==> src/rtl/demux4_buf_pkg.sv <==
// Shared constants and types for the four-channel buffered demultiplexer.
package demux4_buf_pkg;

  localparam int NUM_CH = 4;
  localparam int SEL_W  = 2;
  localparam int CNT_W  = 8;

  typedef enum logic {
    SLOT_EMPTY = 1'b0,
    SLOT_FULL  = 1'b1
  } slot_state_e;

endpackage : demux4_buf_pkg

==> src/rtl/demux_slot.sv <==
// One output channel: a single-entry buffer plus a wrapping count of accepted words.
module demux_slot
  import demux4_buf_pkg::*;
#(
  parameter int WIDTH = 8
) (
  input  logic             clk,
  input  logic             reset_n,
  input  logic             wr_i,
  input  logic [WIDTH-1:0] data_i,
  input  logic             rd_ready_i,
  output logic             valid_o,
  output logic [WIDTH-1:0] data_o,
  output logic [CNT_W-1:0] count_o
);

  slot_state_e      state_q, state_d;
  logic [WIDTH-1:0] data_q, data_d;
  logic [CNT_W-1:0] count_q, count_d;

  // Next state: a write always leaves the slot full, a read with no write empties it.
  always_comb begin
    state_d = state_q;
    data_d  = data_q;
    count_d = count_q;
    if (wr_i) begin
      state_d = SLOT_FULL;
      data_d  = data_i;
      count_d = count_q + CNT_W'(1);
    end else if ((state_q == SLOT_FULL) && rd_ready_i) begin
      state_d = SLOT_EMPTY;
    end
  end

  // State, held word and counter registers; reset discards any held word.
  always_ff @(posedge clk or negedge reset_n) begin
    if (!reset_n) begin
      state_q <= SLOT_EMPTY;
      data_q  <= '0;
      count_q <= '0;
    end else begin
      state_q <= state_d;
      data_q  <= data_d;
      count_q <= count_d;
    end
  end

  assign valid_o = (state_q == SLOT_FULL);
  assign data_o  = data_q;
  assign count_o = count_q;

endmodule : demux_slot

==> src/rtl/demux4_buf.sv <==
// Routes each accepted input word to one of four single-entry channel buffers.
module demux4_buf
  import demux4_buf_pkg::*;
#(
  parameter int WIDTH = 8
) (
  input  logic                    clk,
  input  logic                    reset_n,
  input  logic                    in_valid,
  output logic                    in_ready,
  input  logic [SEL_W-1:0]        in_sel,
  input  logic [WIDTH-1:0]        in_data,
  output logic [NUM_CH-1:0]       out_valid,
  input  logic [NUM_CH-1:0]       out_ready,
  output logic [WIDTH-1:0]        out_data0,
  output logic [WIDTH-1:0]        out_data1,
  output logic [WIDTH-1:0]        out_data2,
  output logic [WIDTH-1:0]        out_data3,
  output logic [NUM_CH*CNT_W-1:0] out_count
);

  logic [NUM_CH-1:0] wrEn;
  logic [WIDTH-1:0]  slotData [NUM_CH];

  // The selected channel can take a word if it is empty or draining this cycle,
  // so a stalled channel never blocks the others.
  assign in_ready = ~out_valid[in_sel] | out_ready[in_sel];

  for (genvar k = 0; k < NUM_CH; k++) begin : g_slot
    assign wrEn[k] = in_valid & in_ready & (in_sel == SEL_W'(k));

    demux_slot #(
      .WIDTH(WIDTH)
    ) u_slot (
      .clk       (clk),
      .reset_n   (reset_n),
      .wr_i      (wrEn[k]),
      .data_i    (in_data),
      .rd_ready_i(out_ready[k]),
      .valid_o   (out_valid[k]),
      .data_o    (slotData[k]),
      .count_o   (out_count[k*CNT_W +: CNT_W])
    );
  end

  assign out_data0 = slotData[0];
  assign out_data1 = slotData[1];
  assign out_data2 = slotData[2];
  assign out_data3 = slotData[3];

endmodule : demux4_buf

==> config.mk <==
export PLATFORM = sky130hd
export DESIGN_NAME = demux4_buf
export DESIGN_NICKNAME = d
export VERILOG_FILES = /design/src/rtl/demux4_buf_pkg.sv /design/src/rtl/demux_slot.sv /design/src/rtl/demux4_buf.sv
export SDC_FILE = /design/constraint.sdc
export NUM_CORES = 1
export LEC_CHECK = 0
export ABC_AREA = 1
export BUFFER_PORTS_ARGS = -buffer_cell sky130_fd_sc_hd__buf_2
export CORE_MARGIN = 2
export CORE_UTILIZATION = 49
export CTS_CLUSTER_DIAMETER = 60
export DETAILED_ROUTE_END_ITERATION = 7
export PLACE_DENSITY_LB_ADDON = 0.08
export SETUP_SLACK_MARGIN = 0.1
export SLEW_MARGIN = 20
export SYNTH_ARGS = -nofsm -noshare
export SYNTH_HDL_FRONTEND = slang
export SYNTH_SLANG_ARGS = --single-unit
export TNS_END_PERCENT = 30
==> constraint.sdc <==
create_clock -name clk -period 1.32 [get_ports clk]
set_clock_uncertainty 0.1 [all_clocks]
set_input_delay 0 -clock clk [delete_from_list [all_inputs] [get_ports clk]]
set_output_delay 0 -clock clk [all_outputs]
set_load 0.03 [all_outputs]
# [Yosys cells after proc, flatten, opt, wreduce, memory -nomap -nowiden]
# Cells that the tools add are included.
[classes] n_addsub=4 magnitude_cmp=1 eq_ne=3 mux=12 bitwise_logic=7 reduce_logical=9
[op_table] cell="$add A8 B1 Y8 const B" n=4
[op_table] cell="$mux W1" n=10
[op_table] cell="$reduce_bool A2 Y1" n=4
[op_table] cell="$and A1 B1 Y1" n=5
[op_table] cell="$bmux W1 S2" n=2
[op_table] cell="$eq A2 B2 Y1 const B" n=2
[op_table] cell="$logic_and A1 B1 Y1" n=4
[op_table] cell="$lt A2 B3 Y1 const B" n=1
[op_table] cell="$eq A2 B1 Y1 const B" n=1
[op_table] cell="$logic_not A2 Y1" n=1
[op_table] cell="$not A1 Y1" n=1
[op_table] cell="$or A1 B1 Y1" n=1
[word_totals] register_bits=68 out_inout_bits=69

# [Longest topological paths before layout]
# Gate-level depths: netlist of the first run.
[logic_depth] depth_word=7 depth_mapped=11

# [By module]
# A second synthesis of the first run with hierarchy kept.
[unflattened] hier_cells=342 hier_area_um2=2961.6
[by_module_without_submodules] mod="demux_slot" n_inst=4 cells_per_inst=78 area_per_inst_um2=706.9 seq_area_each_um2=425.4
[by_module_without_submodules] mod="demux4_buf" n_inst=1 cells_per_inst=30 area_per_inst_um2=133.9 seq_area_each_um2=0.0

# [Worst setup path before layout of the first run]
# No wires, ideal clock.
[synth_path] kind="register to register" startpoint="register g_slot[0].u_slot.count_q[0]" endpoint="register g_slot[0].u_slot.count_q[6]" setup_ns=0.118 arrival_time_ns=1.281 required_ns=1.102 setup_slack_ns=-0.179 stages_incl_launch_ff=7 path_buffers=0 synth_period_minus_slack_ns=1.499 cell_sequence="dfrtp_1 -> ha_1 -> nand3_1 -> o21ai_0 -> nand2_1 -> nand4_1 -> nand2_1"
[synth_via] elab_chain_cells=1
[synth_lines] item="from (decl)" line="demux_slot.sv:19" source="logic [CNT_W-1:0] count_q, count_d;"
[synth_lines] item="from (signal assigned)" line="demux_slot.sv:44" source="count_q <= count_d;"
[synth_lines] item="$add A8 B1 Y8" line="demux_slot.sv:29" source="count_d = count_q + CNT_W'(1);"
# Every way passes these cells.
# A chain may end at the register's enable or synchronous reset.

# [Final worst setup path of the first run]
[layout_path] startpoint="register g_slot[1].u_slot.state_q" endpoint="register g_slot[3].u_slot.count_q[1]"
[layout_via] elab_chain_cells=6
[layout_lines] item="from (decl)" line="demux_slot.sv:17" source="slot_state_e state_q, state_d;"
[layout_lines] item="from (signal assigned)" line="demux_slot.sv:42" source="state_q <= state_d;"
[layout_lines] item="$bmux W1 S2" line="demux4_buf.sv:27" source="assign in_ready = ~out_valid[in_sel] | out_ready[in_sel];"
[layout_lines] item="$mux W1 (not written as such)" line="demux4_buf.sv:27"
[layout_lines] item="$not A1 Y1" line="demux4_buf.sv:27"
[layout_lines] item="$or A1 B1 Y1" line="demux4_buf.sv:27"
[layout_lines] item="$and A1 B1 Y1 (2 in a row)" line="demux4_buf.sv:30" source="assign wrEn[k] = in_valid & in_ready & (in_sel == SEL_W'(k));"
[layout_lines] item="to (signal assigned)" line="demux_slot.sv:44"
[layout_lines] item="to (decl)" line="demux_slot.sv:19"
# Every way passes these cells. The select of a mux whose other input is x is not followed.

==> out/qor.csv, run 1 <==
stage;metric;value;unit
die;coreArea;7180;um2
min_path;hold_class;in2async;
die;placementRows;31;
clock_network;clk_pin_slew;0.07;ns
finish;final_cell_mix;nand2_1, buf_2, nand4_1;
pwr;power;7.78;mW
yosys;synth_area;3600;um2
status;violations;setup timing;
sta;max_freq;684;MHz
worst_setup_path;endpoint_kind;flip-flop;
place;io_buffers;85;
global_route;grt_pass1_wl;15500;um
status;status;finished with violations;
drt;drcViolationCount;0;
drt;wl_per_cell;16.0;um
sta;relSlewSlack;0.587;
die;die_w;89.7;um
finish;nets;576;
sta;setup_ws;-0.141;ns
finish;utilization;0.691;
drt;antenna_left;0;
place;finalWeightedCongestion;0.880;
worst_setup_path;path_max_fanout;6;
pwr;p_leak;2.53;nW
clock_network;tritoncts;done;
worst_setup_path;path_class;reg2reg;
global_route;grt.total_usage;0.251;
worst_setup_path;cp-start-kind;flip-flop;
yosys;synth_cells;438;
worst_setup_path;crit_chain;nand2_1 -> nand2_1 -> nand2_1 -> nand2_2 -> nand2_8 -> clkbuf_16 -> nand3_2 -> nand2_1 -> nand2_1;
place;preCtsSetupSlack;-0.0581;ns
drt;dr_total_vias;3572;
global_route;grt_max_degree;69;
clock_network;clock_latency;0.34;ns
die;die_h;89.7;um
place;dp_hpwl;5990;um
drt;dr.pass1.iters;4;
pwr;power.density;1570;nW/um2
global_route;first_global_vias;3129;
yosys;yosys.area.top_type;dfrtp_1;
yosys;yosys-top-cells-area;dfrtp_1, nand2_1, nand4_1;
clock_network;cts-root-buf;clkbuf_8;
yosys;synth_top_area_frac;0.473;
die;fp.dieArea;8040;um2
drt;drt_wl_total;10600;um
sta;period_needed;1.46;ns
yosys;yosysSeqAreaShare;0.473;
sta;rsz0062_at_grt;yes;
finish;antenna_cells;0;
worst_setup_path;path_delay_family;simple AND/OR/NAND/NOR gates;
worst_setup_path;max_stage_delay;0.38;ns
finish;syn_to_final_growth;37.8;%
worst_setup_path;cp.arrival;1.59;ns
finish;final_common_cell;nand2_1;
yosys;ys_types;26;
sta;setup_violations;69;
yosys;yosys_warnings;0;
worst_setup_path;cp.required;1.45;ns
place;dp_cells;612;
sta;final_max_slew_viol_count;0;
clock_network;cts_inserted_buffers;9;
worst_setup_path;slowest_stage;dfrtp_1;
worst_setup_path;cp_num_buf_inv;1;
run;max_cap_violations;0;
pwr;ir_drop;1.18;mV
finish;instances_no_fill;659;
die;initial_utilization;0.501;
global_route;antenna_found_initial;0;
sta;fin_crit_sh;1.11;
sta;worst-slew-pin-transition;0.620;ns
sta;tns;-6.32;ns
yosys;synth-seq-cells;68;
clock_network;cts_num_sinks;68;
drt;vias_per_cell;5.42;
drt;drtIter0Drc;268;
global_route;grt-ovfl-total;0;
clock_network;clk_path_buf_depth;2;
die;ios;86;
yosys;syn_avg_cell_area;8.21;um2
finish;drive_gt1_frac;0.343;
worst_setup_path;critPathMostFrequentCell;nand2_1;
yosys;syn-num-nets;459;
sta;hold_viol;0;
clock_network;htree_levels;3;
## final cells by class
type	instances	area, um2
clock inverters	5	100
clock buffers	11	131
repair buffers	127	980
inverters	23	86.3
fillers	596	2220
well taps	99	124
multi-input cells	326	1810
flip-flops and latches	68	1720
## where the power goes
group / internal [mW] / switching [mW]
sequential: 2.54 / 0.519
combinational: 0.940 / 1.74
clock: 1.25 / 0.798
total: 4.73 / 3.05
## cells in the mapped netlist, drive strengths merged
| library cell | number |
|---|---|
| buf | 26 |
| clkbuf | 3 |
| clkinv | 1 |
| dfrtp | 68 |
| ha | 4 |
| inv | 22 |
| nand2 | 185 |
| nand3 | 22 |
| nand4 | 64 |
| nor2 | 20 |
| o21ai | 11 |
| xnor2 | 8 |
| xor2 | 4 |
## timing repair
| item | 4_1_cts | 5_1_grt |
|---|---|---|
| gates cloned | 6 | 9 |
| hold buffers | 13 | 0 |
| pin swaps | 4 | 10 |
| endpoints found under the hold margin | 104 | 0 |
| resized for setup | 11 | 19 |
| setup endpoints to repair | 69 | 69 |
| buffers inserted | 3 | 0 |
## worst register-to-register path: stages, from the launching register on
cell	delay, ns
dfrtp_1	0.38
nand2_1	0.07
nand2_1	0.05
nand2_1	0.06
nand2_2	0.09
nand2_8	0.10
clkbuf_16	0.18
nand3_2	0.15
nand2_1	0.11
nand2_1	0.06
## sequential cells by signal (all words and copies together), names as in the netlist
| name | cells |
|---|---|
| g_slot.u_slot.data_o | 32 |
| g_slot.u_slot.valid_o | 4 |
| g_slot.u_slot.count_o | 32 |
## per-layer routing
metal,vias up,wire length (um),track usage
li1,1701,-,-
met4,0,145,0.0896
met2,132,5180,0.398
met3,15,617,0.0402
met5,-,0,0
met1,1724,4610,0.350
## per-stage QoR
step	instance area [um2]	hold WS [ns]
after floorplan	3710	-0.396
after global placement	4200	-0.0454
after detailed placement	4200	-0.0445
after CTS	4740	0.115
after global routing	4960	0.136
final	4960	0.0978
## final timing paths
path	from	to	slack [ns]	depth (start not counted)
max reg2reg	g_slot[1].u_slot.valid_o	g_slot[3].u_slot.count_o[1]	-0.14	9
min reg2reg	g_slot[3].u_slot.data_o[6]	g_slot[3].u_slot.data_o[6]	0.37	2
min	reset_n	g_slot[3].u_slot.count_o[5]	0.1	3
min in group clk	in_sel[1]	g_slot[1].u_slot.data_o[6]	0.15	4
max	g_slot[1].u_slot.valid_o	g_slot[3].u_slot.count_o[1]	-0.14	9
max in group asynchronous	reset_n	g_slot[1].u_slot.count_o[1]	0.68	3
## cell families (layout without fill, tap and decap cells)
group	count (synthesis)	after routing	synth area share
AO/OA/AOI/OAI	11	11	0.0153
XOR/XNOR	12	12	0.0292
adder cells (fa/ha/maj)	4	4	0.0139
buffers and inverters	52	166	0.0828
flip-flops	68	68	0.473
AND/OR/NAND/NOR	291	299	0.386
Note: power is estimated with default switching activity, not from simulation.
==> run 2: changes to the inputs <==
Settings changed: CORE_UTILIZATION 49 to 54.
Clock period 1.32 ns to 1.4 ns, I/O delays scaled along.
==> out/qor.csv, run 2 (same netlist as run 1, synthesis figures left out) <==
stage;metric;value;unit;change
place;io_buffers;85;;unchanged
pwr;combPwrFrac;0.365;;+0.021
pwr;seqPwrFrac;0.429;;+0.036
drt;dr_total_vias;3508;;-1.8%
pwr;ir_drop;1.19;mV;+0.31%
sta;worst-slew-pin-transition;0.754;ns;+0.134 ns
sta;tns;-1.68;ns;+4.65 ns
drt;drcViolationCount;0;;unchanged
place;finalWeightedCongestion;0.838;;-4.8%
sta;max_freq;684;MHz;
worst_setup_path;endpoint_kind;output pin;;
clock_network;cts-root-buf;clkbuf_8;;
worst_setup_path;path_max_fanout;5;;-1
die;die_w;85.6;um;-4.5%
die;ios;86;;unchanged
die;coreArea;6390;um2;-11%
finish;final_common_cell;nand2_1;;
clock_network;clock_latency;0.35;ns;about the same
die;die_h;85.6;um;-4.5%
place;dp_cells;585;;-4.4%
sta;hold_viol;0;;unchanged
global_route;first_global_vias;3111;;-0.58%
drt;drtIter0Drc;203;;-24%
finish;drive_gt1_frac;0.338;;-0.00529
worst_setup_path;path_class;reg2out;;
die;placementRows;29;;-6.5%
global_route;grt_max_degree;69;;unchanged
worst_setup_path;cp-start-kind;flip-flop;;
global_route;grt_pass1_wl;15600;um;+0.89%
pwr;p_leak;2.43;nW;-4.0%
finish;final_cell_mix;nand2_1, buf_2, nand4_1;;
finish;instances_no_fill;628;;-4.7%
sta;period_needed;1.46;ns;
clock_network;clk_pin_slew;0.07;ns;about the same
clock_network;cts_inserted_buffers;9;;unchanged
finish;antenna_cells;0;;unchanged
sta;relSlewSlack;0.498;;-0.0893
global_route;antenna_found_initial;0;;unchanged
run;max_cap_violations;0;;unchanged
sta;setup_violations;60;;-13%
sta;setup_ws;-0.0610;ns;+0.0802 ns
die;initial_utilization;0.563;;+0.0620
clock_network;tritoncts;done;;
finish;nets;567;;-1.6%
drt;antenna_left;0;;unchanged
place;dp_hpwl;5750;um;-4.0%
worst_setup_path;cp.arrival;1.36;ns;-0.23 ns
clock_network;cts_num_sinks;68;;unchanged
sta;final_max_slew_viol_count;0;;unchanged
die;fp.dieArea;7330;um2;-8.9%
sta;rsz0062_at_grt;yes;;
sta;fin_crit_sh;1.04;;
pwr;p_int;3.85;mW;-19%
pwr;power;6.68;mW;-14%
drt;vias_per_cell;5.59;;+3.1%
sta;timing.hold.ws;0.110;ns;+0.0121 ns
global_route;grt.total_usage;0.275;;+0.0231
status;status;finished with violations;;
status;violations;setup timing;;
pwr;power.density;1420;nW/um2;-9.8%
global_route;grt-ovfl-total;0;;unchanged
clock_network;clk_path_buf_depth;2;;unchanged
drt;wl_per_cell;15.8;um;-1.1%
finish;syn_to_final_growth;31.2;%;
pwr;power_switching;2.83;mW;-7.5%
worst_setup_path;cp.required;1.30;ns;-0.15 ns
drt;drt_wl_total;9940;um;-5.8%
pwr;pwr-share-clk;0.205;;-0.058
clock_network;htree_levels;3;;unchanged
drt;dr.pass1.iters;5;;+1
min_path;hold_class;in2async;;
pwr;p_sw_frac;0.423;;+0.0307
## run 2: changes by cell type in the layout (fill, tap and decap cells not counted), moves of 2 or more
| cell | delta |
|---|---|
| buf_16 | -2 |
| nand2_2 | +12 |
| nand2_1 | -12 |
| clkbuf_1 | +2 |
| nand3_2 | -3 |
| dfrtp_2 | -5 |
| clkbuf_16 | -3 |
| dfrtp_1 | +5 |
| bufinv_16 | -3 |
| buf_4 | -4 |
## run 2: worst paths after layout
| check | startpoint | end | slack, ns | cells past startpoint |
|---|---|---|---|---|
| worst max-delay path | g_slot[3].u_slot.valid_o | in_ready | -0.06 | 7 |
| worst min-delay path | reset_n | g_slot[0].u_slot.count_o[3] | 0.11 | 3 |
| worst max register to register | g_slot[2].u_slot.valid_o | g_slot[0].u_slot.data_o[5] | -0.05 | 9 |
| worst min register to register | g_slot[2].u_slot.data_o[3] | g_slot[2].u_slot.data_o[3] | 0.37 | 2 |
| max in group asynchronous | reset_n | g_slot[0].u_slot.count_o[0] | 0.76 | 3 |
| min in group clk | in_sel[1] | g_slot[2].u_slot.valid_o | 0.17 | 5 |
## run 2: area by class of cell
| cell class | instances | area, um2 |
|---|---|---|
| Sequential cell | 68 | 1720 |
| Tap cell | 77 | 96.3 |
| Fill cell | 507 | 1670 |
| Clock buffer | 13 | 139 |
| Inverter | 23 | 86.3 |
| Multi-Input combinational cell | 324 | 1810 |
| Timing Repair Buffer | 120 | 851 |
| Clock inverter | 3 | 15.0 |
## run 2: power groups by stage
stage	registers, mW	logic (mW)	clock network, mW
2_1_floorplan	3.57	0.848	0
3_3_place_gp	2.85	2.21	0
3_5_place_dp	2.87	2.25	0
4_1_cts	2.83	2.37	1.38
5_1_grt	2.93	2.65	1.48
6_report	2.87	2.44	1.37
## run 2: per-layer routing
| metal | track usage | wire length (um) |
|---|---|---|
| met5 | 0 | 0 |
| met4 | 0.121 | 208 |
| met3 | 0.0346 | 570 |
| met2 | 0.421 | 4730 |
| met1 | 0.394 | 4440 |
## run 2: critical path: stages, from the launching register on
cell	delay [ns]
dfrtp_1	0.35
nand2_1	0.06
nand2_1	0.07
nand2_1	0.06
nand2_2	0.12
nand2_8	0.09
buf_12	0.14
buf_8	0.13
## run 2: what timing repair did
item | in CTS | in global routing
setup buffers | 5 | 0
setup endpoints to repair | 69 | 69
endpoints found under the hold margin | 104 | 0
cloned | 5 | 4
pin swaps | 3 | 8
resized for setup | 10 | 33
hold buffers | 13 | 0
## run 2: per-stage QoR
stage / area, um2 / worst slack, ns / util
after floorplan: 3690 / 0.0789 / -
after global placement: 4110 / 0.0433 / 0.643
after detailed placement: 4110 / -0.00787 / 0.643
after CTS: 4560 / -0.0523 / 0.714
after global routing: 4720 / -0.138 / 0.739
final: 4720 / -0.0610 / 0.739
==> run 3: changes to the inputs <==
Settings changed: CORE_ASPECT_RATIO set to 0.75, CTS_CLUSTER_DIAMETER 60 to 40.
==> out/qor.csv, run 3 (same netlist as run 1, synthesis figures left out) <==
stage;metric;value;unit;change
drt;drcViolationCount;0;;unchanged
place;placed_area;4130;um2;+0.49%
worst_setup_path;path_class;reg2reg;;
worst_setup_path;critPathMostFrequentCell;nand2_1;;
status;status;finished with violations;;
finish;final_common_cell;nand2_1;;
drt;drtIter0Drc;289;;+42%
worst_setup_path;cp.arrival;1.62;ns;+0.26 ns
sta;worst-slew-pin-transition;0.779;ns;+0.0257 ns
pwr;power;7.16;mW;+7.1%
sta;relSlewSlack;0.480;;-0.0172
worst_setup_path;path_max_fanout;8;;+3
die;ios;86;;unchanged
drt;dr_total_vias;3574;;+1.9%
place;dp_hpwl;6060;um;+5.3%
run;max_cap_violations;0;;unchanged
global_route;antenna_found_initial;0;;unchanged
die;fp.dieArea;7340;um2;+0.10%
sta;rsz0062_at_grt;yes;;
pwr;ir_drop;0.859;mV;-28%
finish;antenna_cells;0;;unchanged
drt;dr.pass1.iters;6;;+1
die;die_w;98.2;um;+15%
clock_network;cts-root-buf;clkbuf_8;;
sta;setup_ws;-0.0636;ns;-0.00262 ns
clock_network;cts_inserted_buffers;9;;unchanged
finish;fin_area;4800;um2;+1.8%
worst_setup_path;endpoint_kind;flip-flop;;
clock_network;cts_num_sinks;68;;unchanged
global_route;first_global_vias;3170;;+1.9%
sta;hold_viol;0;;unchanged
finish;nets;570;;+0.53%
place;finalWeightedCongestion;0.810;;-3.3%
finish;drive_gt1_frac;0.343;;+0.00539
global_route;grt.total_usage;0.284;;+0.00946
drt;drt_wl_total;10200;um;+2.6%
die;die_h;74.7;um;-13%
place;io_buffers;85;;unchanged
sta;period_needed;1.46;ns;+0.00262 ns
die;placementRows;25;;-14%
pwr;p_leak;2.46;nW;+1.3%
global_route;grt_pass1_wl;16100;um;+3.3%
worst_setup_path;reg2reg_slack;-0.06;ns;about the same
die;coreArea;6380;um2;about the same
global_route;grt-ovfl-total;0;;unchanged
worst_setup_path;cp-start-kind;flip-flop;;
clock_network;clk_path_buf_depth;2;;unchanged
place;dp_cells;591;;+1.0%
clock_network;clock_latency;0.36;ns;about the same
worst_setup_path;timing.rr.start;g_slot[2].u_slot.valid_o;;
sta;fin_crit_sh;1.05;;+0.00187
status;violations;setup timing;;
drt;wl_per_cell;16.1;um;+1.5%
clock_network;htree_levels;3;;unchanged
worst_setup_path;r2r_cells;9;;unchanged
pwr;power.density;1490;nW/um2;+5.2%
drt;vias_per_cell;5.63;;+0.76%
min_path;hold_class;in2async;;
sta;setup_violations;55;;-8.3%
sta;max_freq;683;MHz;-0.18%
finish;final_cell_mix;nand2_1, buf_2, nand4_1;;
worst_setup_path;max_stage_delay;0.38;ns;+0.03 ns
worst_setup_path;crit_chain;nand2_1 -> nand2_1 -> nand2_1 -> nand2_2 -> nand2_8 -> buf_12 -> nand3_4 -> nand2_1 -> nand2_1;;
finish;instances_no_fill;635;;+1.1%
clock_network;tritoncts;done;;
finish;syn_to_final_growth;33.5;%;
drt;antenna_left;0;;unchanged
worst_setup_path;cp.required;1.55;ns;+0.25 ns
worst_setup_path;slowest_stage;dfrtp_1;;
global_route;grt_max_degree;69;;unchanged
worst_setup_path;r2r-end;g_slot[3].u_slot.data_o[3];;
clock_network;clk_pin_slew;0.08;ns;about the same
sta;final_max_slew_viol_count;0;;unchanged
die;initial_utilization;0.564;;about the same
[run 3: cell types whose count changed in the layout (fill, tap and decap cells not counted), moves of 3 or more]
cell	change
clkbuf_1	-4
nand2_1	+3
nand2_2	-3
buf_6	-3
buf_4	+3
buf_8	+3
[run 3: stage by stage]
step	TNS [ns]	hold slack (ns)	setup slack, ns	utilization
global route	-8.12	0.138	-0.172	0.753
CTS	-0.436	0.100	-0.0236	0.735
finish	-1.22	0.0812	-0.0636	0.753
global placement	0	-0.0505	0.0319	0.647
detailed placement	-0.0271	-0.0517	-0.0270	0.647
floorplan	0	-0.396	0.0789	-
[run 3: worst max-delay path: cells and delay by family (launching register included)]
kind                   cells  cell delay (ns)
buffers and inverters      1             0.15
flip-flops                 1             0.38
AND/OR/NAND/NOR            8             0.74
[run 3: layout make-up]
class	instances	area, um2
multi-input combinational	326	1840
sequential	68	1720
fill	478	1580
timing repair buffer	121	832
clock buffer	10	138
tap	81	101
clock inverter	6	87.6
inverter	23	86.3
[run 3: report_power, final]
group | leakage, nW | switching (mW) | internal (mW)
Clock | 0.116 | 0.782 | 1.05
Combinational | 1.48 | 1.63 | 0.836
Sequential | 0.864 | 0.479 | 2.38
[run 3: routing by layer]
metal | GRT usage | vias to the layer above | routed length, um
met2 | 0.441 | 154 | 4750
li1 | - | 1708 | -
met4 | 0.0639 | 0 | 77
met1 | 0.413 | 1701 | 4560
met5 | 0 | - | 0
met3 | 0.0706 | 11 | 819
[run 3: repair_timing]
item	4_1_cts	5_1_grt
hold buffers	13	0
pin swaps	14	7
setup buffers	5	1
cloned	8	1
endpoints found under the setup margin	69	69
gates resized for setup	15	29
endpoints found under the hold margin	104	0
[run 3: how the worst max path moves through the flow]
stage                                            from                     endpoint  slack (ns)  cells past startpoint
after floorplan           g_slot[1].u_slot.count_o[4]  g_slot[1].u_slot.count_o[7]        0.08                      7
after global placement       g_slot[3].u_slot.valid_o   g_slot[2].u_slot.data_o[4]        0.03                      8
after detailed placement     g_slot[3].u_slot.valid_o  g_slot[2].u_slot.count_o[7]       -0.03                      8
after CTS                    g_slot[3].u_slot.valid_o                     in_ready       -0.02                      7
after global routing         g_slot[3].u_slot.valid_o  g_slot[3].u_slot.count_o[7]       -0.17                      9
final                        g_slot[2].u_slot.valid_o   g_slot[3].u_slot.data_o[3]       -0.06                      9
